File: src/rtl/alu_pkg.sv
// Shared encodings for the multi-cycle ALU: opcodes, FSM states and compare flag positions.
package alu_pkg;

   localparam int unsigned OP_W = 2;

   typedef enum logic [OP_W-1:0] {
      OP_ADD = 2'b00,
      OP_SUB = 2'b01,
      OP_MUL = 2'b10,
      OP_DIV = 2'b11
   } alu_op_e;

   typedef enum logic [1:0] {
      S_IDLE = 2'b00,
      S_ITER = 2'b01,
      S_DONE = 2'b10
   } alu_state_e;

   localparam int unsigned FLAG_N = 2;
   localparam int unsigned FLAG_Z = 1;
   localparam int unsigned FLAG_P = 0;

   function automatic logic is_iterative(input alu_op_e op);
      return (op == OP_MUL) || (op == OP_DIV);
   endfunction

endpackage

File: src/rtl/alu_seq_muldiv.sv
// Iterative datapath: shift-add multiply (low WIDTH bits) and restoring unsigned divide, one bit per step.
module alu_seq_muldiv
   import alu_pkg::*;
#(
   parameter int unsigned WIDTH = 8
) (
   input  logic             clk,
   input  logic             reset,
   input  logic             load,
   input  logic             op_is_div,
   input  logic [WIDTH-1:0] a,
   input  logic [WIDTH-1:0] b,
   input  logic             step,
   output logic [WIDTH-1:0] out,
   output logic             last
);

   localparam int unsigned CW = $clog2(WIDTH + 1);

   // acc: product accumulator or partial remainder; opa: multiplier or dividend/quotient shifter
   logic [WIDTH-1:0] acc;
   logic [WIDTH-1:0] opa;
   logic [WIDTH-1:0] opb;
   logic [CW-1:0]    count;
   logic             is_div;

   logic [WIDTH-1:0] acc_mul;
   logic [WIDTH-1:0] acc_div;
   logic [WIDTH-1:0] opa_div;
   logic [WIDTH:0]   shifted;
   logic [WIDTH:0]   trial;

   // Next-step values; a negative trial (top bit set) restores the shifted remainder
   always_comb begin
      acc_mul = acc + (opa[0] ? opb : '0);
      shifted = {acc, opa[WIDTH-1]};
      trial   = shifted - {1'b0, opb};
      acc_div = trial[WIDTH] ? shifted[WIDTH-1:0] : trial[WIDTH-1:0];
      opa_div = {opa[WIDTH-2:0], ~trial[WIDTH]};
   end

   // Result as it will stand after the current step, so the final step can be committed directly
   assign out  = is_div ? opa_div : acc_mul;
   assign last = (count == CW'(1));

   always_ff @(posedge clk) begin
      if (reset) begin
         acc    <= '0;
         opa    <= '0;
         opb    <= '0;
         count  <= '0;
         is_div <= 1'b0;
      end else if (load) begin
         acc    <= '0;
         opa    <= a;
         opb    <= b;
         count  <= CW'(WIDTH);
         is_div <= op_is_div;
      end else if (step && (count != '0)) begin
         count <= count - CW'(1);
         if (is_div) begin
            acc <= acc_div;
            opa <= opa_div;
         end else begin
            acc <= acc_mul;
            opa <= opa >> 1;
            opb <= opb << 1;
         end
      end
   end

endmodule

File: src/rtl/alu_multicycle.sv
// Per-thread ALU: single-cycle ADD/SUB/compare, iterative MUL/DIV, start/busy/done handshake.
module alu_multicycle
   import alu_pkg::*;
#(
   parameter int unsigned      WIDTH      = 8,
   parameter logic [WIDTH-1:0] DIV0_VALUE = '1
) (
   input  logic             clk,
   input  logic             reset,
   input  logic             enable,
   input  logic             start,
   input  logic [1:0]       decoded_alu_arithmetic_mux,
   input  logic             decoded_alu_output_mux,
   input  logic [WIDTH-1:0] rs,
   input  logic [WIDTH-1:0] rt,
   output logic [WIDTH-1:0] alu_out,
   output logic             busy,
   output logic             done
);

   alu_state_e       state;
   alu_state_e       state_next;
   alu_op_e          op;
   logic             accept;
   logic             md_load;
   logic             md_step;
   logic             md_last;
   logic [WIDTH-1:0] md_out;
   logic             out_we;
   logic [WIDTH-1:0] out_next;
   logic [WIDTH-1:0] cmp_flags;
   logic             div0;

   assign op     = alu_op_e'(decoded_alu_arithmetic_mux);
   assign accept = start && enable && (state == S_IDLE);

   // Unsigned compare produces exactly one of N/Z/P
   always_comb begin
      cmp_flags         = '0;
      cmp_flags[FLAG_N] = (rs < rt);
      cmp_flags[FLAG_Z] = (rs == rt);
      cmp_flags[FLAG_P] = (rs > rt);
   end

   always_comb begin
      state_next = state;
      md_load    = 1'b0;
      md_step    = 1'b0;
      out_we     = 1'b0;
      out_next   = alu_out;
      case (state)
         S_IDLE: begin
            if (accept) begin
               if (decoded_alu_output_mux) begin
                  out_we     = 1'b1;
                  out_next   = cmp_flags;
                  state_next = S_DONE;
               end else if (is_iterative(op)) begin
                  md_load    = 1'b1;
                  state_next = S_ITER;
               end else begin
                  out_we     = 1'b1;
                  out_next   = (op == OP_SUB) ? (rs - rt) : (rs + rt);
                  state_next = S_DONE;
               end
            end
         end
         S_ITER: begin
            md_step = 1'b1;
            if (md_last) begin
               out_we     = 1'b1;
               out_next   = div0 ? DIV0_VALUE : md_out;
               state_next = S_DONE;
            end
         end
         S_DONE:  state_next = S_IDLE;
         default: state_next = S_IDLE;
      endcase
   end

   // busy/done are registered decodes of the upcoming state
   always_ff @(posedge clk) begin
      if (reset) begin
         state <= S_IDLE;
         busy  <= 1'b0;
         done  <= 1'b0;
      end else begin
         state <= state_next;
         busy  <= (state_next == S_ITER);
         done  <= (state_next == S_DONE);
      end
   end

   always_ff @(posedge clk) begin
      if (reset) begin
         alu_out <= '0;
         div0    <= 1'b0;
      end else begin
         if (out_we) begin
            alu_out <= out_next;
         end
         if (md_load) begin
            div0 <= (op == OP_DIV) && (rt == '0);
         end
      end
   end

   alu_seq_muldiv #(
      .WIDTH(WIDTH)
   ) u_muldiv (
      .clk       (clk),
      .reset     (reset),
      .load      (md_load),
      .op_is_div (op == OP_DIV),
      .a         (rs),
      .b         (rt),
      .step      (md_step),
      .out       (md_out),
      .last      (md_last)
   );

endmodule

File: config.mk
export PLATFORM = sky130hd
export DESIGN_NAME = alu_multicycle
export DESIGN_NICKNAME = d
export VERILOG_FILES = /design/src/rtl/alu_pkg.sv /design/src/rtl/alu_seq_muldiv.sv /design/src/rtl/alu_multicycle.sv
export SDC_FILE = /design/constraint.sdc
export NUM_CORES = 1
export LEC_CHECK = 0
export ABC_AREA = 1
export BUFFER_PORTS_ARGS = -buffer_cell sky130_fd_sc_hd__buf_2
export CAP_MARGIN = 20
export CORE_ASPECT_RATIO = 1.25
export CORE_MARGIN = 5
export CORE_UTILIZATION = 55
export DETAILED_ROUTE_END_ITERATION = 6
export PLACE_DENSITY = 0.77
export SLEW_MARGIN = 20
export SYNTH_ARGS = -nofsm -noshare
export SYNTH_HDL_FRONTEND = slang
export SYNTH_SLANG_ARGS = --single-unit
File: constraint.sdc
create_clock -name clk -period 1.7 [get_ports clk]
set_clock_uncertainty 0.1 [all_clocks]
set_input_delay 0 -clock clk [delete_from_list [all_inputs] [get_ports clk]]
set_output_delay 0 -clock clk [all_outputs]
set_load 0.03 [all_outputs]
After elaboration in Yosys (flattened, before gate mapping)
Index checks and enable logic that the tools add are counted.
{"block": "word_totals", "reg_bits": 42, "output_inout_bits": 10, "word_cells": 78}
{"block": "op_classes", "n_addsub": 5, "magnitude_cmp": 2, "eq_ne": 12, "muxes": 34, "bitwise": 1, "n_reduce_logical": 13}
{"operator": "8-bit 2-to-1 mux", "n": 16}
{"operator": "8-bit adder", "n": 2}
{"operator": "8-bit case mux with 2 select lines", "n": 1}
{"operator": "1-bit 2-to-1 mux", "n": 9}
{"operator": "9-bit by 8-bit subtractor with 9-bit output", "n": 1}
{"operator": "8-bit == test", "n": 1}
{"operator": "8-bit greater-than comparator", "n": 1}
{"operator": "8-bit zero test", "n": 1}
{"operator": "8-bit < comparator", "n": 1}
{"operator": "2-bit 2-to-1 mux", "n": 4}
{"operator": "4-bit 2-to-1 mux", "n": 2}
{"operator": "8-bit subtractor", "n": 1}
{"operator": "2-bit by 1-bit == test with 1-bit output, second input constant", "n": 3}
{"operator": "2-bit == test, second input constant", "n": 3}
{"operator": "2-bit inequality test, second input constant", "n": 3}
{"operator": "5-bit AND reduction", "n": 1}
{"operator": "4-bit by 1-bit == test with 1-bit output, second input constant", "n": 1}
{"operator": "1-bit logical AND", "n": 4}
{"operator": "2-bit case mux with 2 select lines", "n": 1}
{"operator": "2-bit nonzero test", "n": 2}
{"operator": "4-bit nonzero test", "n": 1}
{"operator": "4-bit by 1-bit subtractor with 4-bit output, second input constant", "n": 1}
{"operator": "3-bit inequality test, second input constant", "n": 1}
{"operator": "2-bit zero test", "n": 1}
{"operator": "5 further kinds", "n": 5}

Logic depth before layout (Yosys ltp)
Gate-level depths: netlist of the first run.
{"block": "depth", "word_depth": 8, "mapped_depth": 16, "ltp_nobuf": 15}

Hierarchy
Synthesis of the first run repeated with hierarchy kept, for this count alone.
{"block": "unflattened", "cells_unflattened": 608, "hier_area_um2": 3862.5}
{"module": "alu_seq_muldiv", "instances": 1, "cells_each": 391, "area_each_um2": 2458.6}
{"module": "alu_multicycle", "instances": 1, "cells_each": 217, "area_each_um2": 1403.8}

Worst setup path before layout of the first run
No wires, ideal clock.
{"block": "synth_path", "path_type": "reg2reg", "start": "register u_muldiv.opa[0]", "end": "register alu_out[4]", "setup_ps": 109, "arrival_time_ps": 1727, "required_ps": 1491, "path_slack_ps": -236, "path_stages_with_launch": 16, "path_buffers": 1, "cell_sequence": "dfxtp_1 > buf_2 > nand2_1 > inv_1 > ha_1 > inv_1 > fa_1 > nor2_1 > nor2_1 > xnor2_1 > nand2_1 > nand3b_1 > nand2_1 > nand3_1 > nand2_1 > inv_1"}
{"block": "synth_between", "elab_chain_cells": 6}
{"item": "from (decl)", "line": "alu_seq_muldiv.sv:22", "rtl": "logic [WIDTH-1:0] opa;"}
{"item": "from (signal assigned)", "line": "alu_seq_muldiv.sv:63", "rtl": "opa <= opa_div;"}
{"item": "from (signal assigned)", "line": "alu_seq_muldiv.sv:66", "rtl": "opa <= opa >> 1;"}
{"item": "8-bit 2-to-1 mux", "line": "alu_seq_muldiv.sv:35", "rtl": "acc_mul = acc + (opa[0] ? opb : '0);"}
{"item": "8-bit adder", "line": "alu_seq_muldiv.sv:35"}
{"item": "8-bit 2-to-1 mux", "line": "alu_seq_muldiv.sv:43", "rtl": "assign out = is_div ? opa_div : acc_mul;"}
{"item": "8-bit 2-to-1 mux", "line": "alu_multicycle.sv:72", "rtl": "out_next = div0 ? DIV0_VALUE : md_out;"}
{"item": "8-bit 2-to-1 mux", "line": "alu_multicycle.sv:70", "rtl": "if (md_last) begin"}
{"item": "8-bit case mux with 2 select lines", "line": "alu_multicycle.sv:51", "rtl": "case (state)"}
{"item": "to (signal assigned)", "line": "alu_multicycle.sv:100", "rtl": "alu_out <= out_next;"}
{"item": "to (decl)", "line": "alu_multicycle.sv:16", "rtl": "output logic [WIDTH-1:0] alu_out,"}
No other way between the ends. The select of a mux whose other input is x is not followed.
A chain may end at the register's enable or synchronous reset.

Worst setup path in the final report of the first run
{"block": "layout_path", "start": "register u_muldiv.opa[0]", "end": "register alu_out[7]"}
Same word-level chain as after synthesis.

==> results of run 1 <==
## final timing paths
check | end | startpoint | slack [ps]
hold reg to reg | u_muldiv.opa[7]$_SDFFE_PP0P_ | u_muldiv.opa[7]$_SDFFE_PP0P_ | 380
setup reg to reg | alu_out[7]$_SDFFE_PP0P_ | u_muldiv.opa[0]$_SDFFE_PP0P_ | -250
setup / recovery | alu_out[7]$_SDFFE_PP0P_ | u_muldiv.opa[0]$_SDFFE_PP0P_ | -250
hold / removal | u_muldiv.opb[5]$_SDFFE_PP0P_ | rt[5] | 7
## cell families (layout without fill, tap and decap cells)
kind of cell | count (synthesis) | in the layout | share of synthesized area
and+or+nand+nor | 286 | 287 | 0.346
buffers and inverters | 124 | 228 | 0.134
AOI/OAI and AO/OA | 98 | 98 | 0.150
DFF | 42 | 42 | 0.227
adders and majority gates | 36 | 36 | 0.130
xor gates and xnor gates | 6 | 6 | 0.0142
## placed cells by master (no fill, tap or decap), types with 3 or more instances in the layout
master	instances
buf_2	32
dfxtp_2	8
nor2_2	8
ha_4	8
inv_1	88
nand2_1	160
buf_6	4
nor2_1	26
inv_6	3
nand3_1	35
o21ai_0	22
a22oi_1	3
nand3b_1	9
buf_4	61
a21oi_1	37
nand3_2	11
dfxtp_1	33
dlygate4sd3_1	15
nand2_2	15
nand4_1	6
ha_1	23
o21ai_1	12
nand2_8	3
clkbuf_8	5
xor2_1	4
nand2_4	5
nor3_1	3
inv_2	13
a31oi_1	9
a21oi_2	5
## flip-flops by register name, summed over array words and instances, names as in the netlist
signal	cells
u_muldiv.acc	8
u_muldiv.opa	8
u_muldiv.is_div	1
div0	1
state	2
busy	1
u_muldiv.opb	8
done	1
u_muldiv.count	4
alu_out	8
## stage by stage
step | instances | setup WS (ps) | power, W | hold WS [ps]
CTS | 779 | -212 | 0.00259 | 6.64
global route | 784 | -363 | 0.00279 | 25.2
floorplan | 592 | -135 | 0.00154 | 40.7
detailed placement | 755 | -278 | 0.00182 | 209
global placement | 755 | -209 | 0.00179 | 207
finish | 784 | -248 | 0.00266 | 6.56
## what timing repair did
action / in CTS / in global routing
gates cloned: 0 / 1
hold buffers: 15 / 0
setup endpoints to repair: 17 / 27
endpoints found under the hold margin: 16 / 0
setup buffers: 1 / 4
resized for setup: 24 / 42
pin swaps: 10 / 31
## critical path: stages, from the launching register on
cell,delay [ps]
dfxtp_2,360
buf_4,160
nand2_1,50
inv_1,70
ha_4,310
nand2_1,80
nor2_1,120
nand2_1,90
nand2_1,70
nand2_1,50
nand3_1,100
nand2_1,60
nand2_1,50
nand2_1,40
nor2_1,90
nor2_1,40
## per-layer routing
| metal | vias up | track usage |
|---|---|---|
| li1 | 2100 | - |
| met1 | 1977 | 0.288 |
| met2 | 174 | 0.525 |
| met3 | 52 | 0.0306 |
| met4 | 0 | 0.145 |
| met5 | - | 0 |
## power breakdown
part / switching, W / internal [W]
clock network: 0.000429 / 0.000306
registers: 0.0000238 / 0.00101
logic: 0.000523 / 0.000363
total: 0.000976 / 0.00168
## final cells by class
cell class | instances | share of cell area
clock buffer | 5 | 0.0139
clock inverter | 3 | 0.00530
inverter | 106 | 0.0823
multi-input combinational | 427 | 0.532
sequential | 42 | 0.172
tap | 87 | 0.0220
timing repair buffer | 114 | 0.172
==> impl_metrics.ini, run 1 <==
[detailed_routing]
drt_iter0_markers = 268
totalWireLength_um = 11700
drc = 0
met3RoutedLength_um = 604
highest_layer = met4
vias = 4303
viasPerCell = 5.49
ant_nets = 0
drtPass1Iterations = 6
routedWlPerCell_um = 14.9
wl_met1_um = 4380
wl_met2_um = 6090

[sta]
max_slew_margin = 0.729
tightest_slew_ps = 406
rsz0062_at_grt = true
hold_viol = 0
setup_tns_ps = -3460
fin_ws_ps = -248
min_period_ps = 1950
maxClockFrequency_mhz = 513
setup_viol = 17
fin_crit_sh = 1.15
slew_violations = 0

[floorplan]
rows = 33
core_um2 = 6570
io_pins = 33
die_y_um = 102
start_util = 0.565
die_w_um = 83.5
die_area_um2 = 8500

[yosys]
synthArstFlopShare = 0
synth_cells = 592
yosysTopAreaCellShare = 0.227
yosys-top-cells-count = nand2_1, inv_1, nand3_1, dfxtp_1, a21oi_1
yosys_warnings = 0
synth_area_um2 = 3710
netlist.top_cell.by_area = dfxtp_1
ys.flop_type = dfxtp_1
synthTopCellsByArea = dfxtp_1, nand2_1, ha_1, inv_1, nand3_1
synth.most_common_cell = nand2_1
synth_edf_count = 0
synth-seq-area-share = 0.227
syn-mean-instance-area_um2 = 6.27
ys_types = 42
syn-num-nets = 651
synth_seq_cells = 42

[cts]
clock_path_buffers = 2
cts_tree = done
clock-sinks = 42
cts_inserted_buffers = 5
htree_levels = 2
clock_latency_ps = 320
cts-root-buf = clkbuf_8
clk_pin_slew_worst_paths_ps = 100

[hold_path]
whs_path_depth = 4
hp-class = in2reg

[grt]
grt_max_degree = 23
gr-total-overflow = 0
grtUsageTotal = 0.271
grt_pass1_wl_um = 18600
grt_antenna_before_repair = 0
grt_pass1_vias = 4053

[final_layout]
n_antenna_cell = 0
design_area_um2 = 4950
drive_above_1_share = 0.281
final-seq-area_um2 = 855
finish.utilization = 0.755
final_nets = 755
multi_input_area_um2 = 2640
nFillCells = 511
syn_to_final_growth_pct = 33.6

[critical_path]
setup.worst_path.end_class = register
worstSetupPathType = reg2reg
cp_data_required_time_ps = 1820
cp_max_fo = 6
reg2reg_depth = 15
start_kind = register
cp.arrival_ps = 2070

[placed_design]
placed_area_um2 = 4430
dp_hpwl_um = 9080
port_buffers = 32
gp_congestion = 0.929

[power]
p_leak_nw = 2.54
vdd_drop_max_mv = 0.399
p_per_area_nw_per_um2 = 537

[status]
status = complete, but fails checks
violations = negative setup slack

[job]
max_cap_violations = 0
Note: power is estimated with default switching activity, not from simulation.
==> run 2: changes to the inputs <==
- CORE_UTILIZATION: 55 -> 50
- PLACE_DENSITY: 0.77 -> 0.71
==> run 2 against run 1 <==
  * The run still ends with negative setup slack left
  * Sequential power about the same
  * First-iteration DRC count decreased by 21%
  * Flip-flop and latch count stayed put
  * Highest routed layer unchanged
  * Power is 1.2% higher
  * Register-to-register slack gained 30 ps
  * Combinational power decreased by 8.7%
  * Wire length fell by 2.3%
  * Critical endpoint is now u_muldiv.acc[2]$_SDFFE_PP0P_
  * Non-clock buffer count decreased by 6
==> impl_metrics.ini, run 2 (same netlist as run 1, synthesis figures left out) <==
[power]
finalPower_w = 0.00269
p_per_area_nw_per_um2 = 547
vdd_drop_max_mv = 0.374
p_leak_nw = 2.53

[detailed_routing]
drtPass1Iterations = 4
drc = 0
wl_met2_um = 5840
highest_layer = met4
wl_met1_um = 4520
ant_nets = 0
viasPerCell = 5.33
drt_iter0_markers = 212
routedWlPerCell_um = 14.7
vias = 4159
totalWireLength_um = 11500
met3RoutedLength_um = 421

[sta]
fin_crit_sh = 1.13
hold_viol = 0
tightest_slew_ps = 384
fin_ws_ps = -214
slew_violations = 0
rsz0062_at_grt = true
min_period_ps = 1910
maxClockFrequency_mhz = 522
max_slew_margin = 0.744
setup_viol = 17

[final_layout]
drive_above_1_share = 0.300
design_area_um2 = 4920
nFillCells = 643
n_antenna_cell = 0
syn_to_final_growth_pct = 32.6
final_nets = 748
final_common_cell = nand2_1
mostFrequentLayoutCells = nand2_1, inv_1, buf_4

[floorplan]
die_area_um2 = 9250
io_pins = 33
die_y_um = 106
start_util = 0.507
rows = 35
die_w_um = 87.0
core_um2 = 7310

[critical_path]
setup.worst_path.end_class = register
cpMaxStageDelayCell = fa_2
cp.arrival_ps = 2000
cpPeakStageDelay_ps = 370
start_kind = register
path_cells = inv_2 -> ha_4 -> inv_2 -> fa_2 -> nand3_2 -> nand2_2 -> nand2_4 -> nand2_2 -> nand2_4 -> buf_4 -> nand3_1 -> nand3_1 -> a21oi_1
cp_data_required_time_ps = 1790
worstSetupPathType = reg2reg
worst_path_dominant_cell_family = simple AND/OR/NAND/NOR gates
worst-path-buf-inv = 3
cp_max_fo = 4

[grt]
grtUsageTotal = 0.256
grt_pass1_vias = 4134
grt_pass1_wl_um = 19000
grt_max_degree = 19
grt_antenna_before_repair = 0
gr-total-overflow = 0

[cts]
clock_path_buffers = 2
clk_pin_slew_worst_paths_ps = 80
cts_inserted_buffers = 5
clock-sinks = 42
htree_levels = 2
cts-root-buf = clkbuf_8
clock_latency_ps = 300
cts_tree = done

[placed_design]
placed_area_um2 = 4420
dp_hpwl_um = 9090
gp_congestion = 0.907
port_buffers = 32

[status]
violations = negative setup slack
status = complete, but fails checks

[job]
max_cap_violations = 0

[hold_path]
hp-class = in2reg
run 2: cell types whose count changed in the layout (fill, tap and decap cells not counted), moves of 4 or more:
cell     previous run  this run
nand2_2            15        22
inv_2              13        18
nand2_1           160       153
dfxtp_1            33        29
run 2: power by group:
group / leakage [nW] / total (W) / internal [W] / switching (W)
logic: 2.13 / 0.000809 / 0.000320 / 0.000489
registers: 0.347 / 0.00104 / 0.00101 / 0.0000249
clock network: 0.0573 / 0.000844 / 0.000471 / 0.000374
run 2: per-stage QoR:
step	TNS (ps)	util	std cells	worst slack (ps)	hold slack, ps
5_1_grt	-4520	0.673	781	-323	24.1
3_5_place_dp	-3690	0.604	759	-294	208
6_report	-2780	0.673	781	-214	1.92
3_3_place_gp	-2890	0.604	759	-251	205
2_1_floorplan	-1210	-	592	-135	40.7
4_1_cts	-2400	0.659	780	-209	2.50
run 2: layout make-up:
type / count / area, um2 / area share
Clock inverter: 1 / 30.0 / 0.00611
Clock buffer: 6 / 82.6 / 0.0168
Timing Repair Buffer: 108 / 777 / 0.158
Inverter: 106 / 403 / 0.0819
Multi-Input combinational cell: 426 / 2650 / 0.539
Sequential cell: 42 / 862 / 0.175
Tap cell: 92 / 115 / 0.0234
run 2: worst register-to-register path, stage by stage, from the launching register on:
cell	delay, ps
dfxtp_2	330
inv_2	70
ha_4	120
inv_2	40
fa_2	370
nand3_2	70
nand2_2	80
nand2_4	90
nand2_2	70
nand2_4	110
buf_4	140
nand3_1	70
nand3_1	100
a21oi_1	60
run 2: final timing paths:
kind                                  endpoint  slack, ps                    startpoint  cells after the start
hold / removal    u_muldiv.opb[2]$_SDFFE_PP0P_          2                         rt[2]                      4
hold reg to reg        alu_out[2]$_SDFFE_PP0P_        380       alu_out[2]$_SDFFE_PP0P_                      2
setup / recovery  u_muldiv.acc[2]$_SDFFE_PP0P_       -210  u_muldiv.opa[7]$_SDFFE_PP0P_                     13
setup reg to reg  u_muldiv.acc[2]$_SDFFE_PP0P_       -210  u_muldiv.opa[7]$_SDFFE_PP0P_                     13
run 2: timing repair:
action / in CTS / in global routing
hold endpoints to repair: 14 / 0
gates resized for setup: 50 / 28
pin swaps: 20 / 14
hold buffers: 12 / 0
endpoints found under the setup margin: 17 / 28
setup buffers: 2 / 1
run 2: layer usage:
metal / up-vias / GRT usage
li1: 2091 / -
met1: 1906 / 0.287
met2: 119 / 0.460
met3: 43 / 0.0264
met4: 0 / 0.141
met5: - / 0
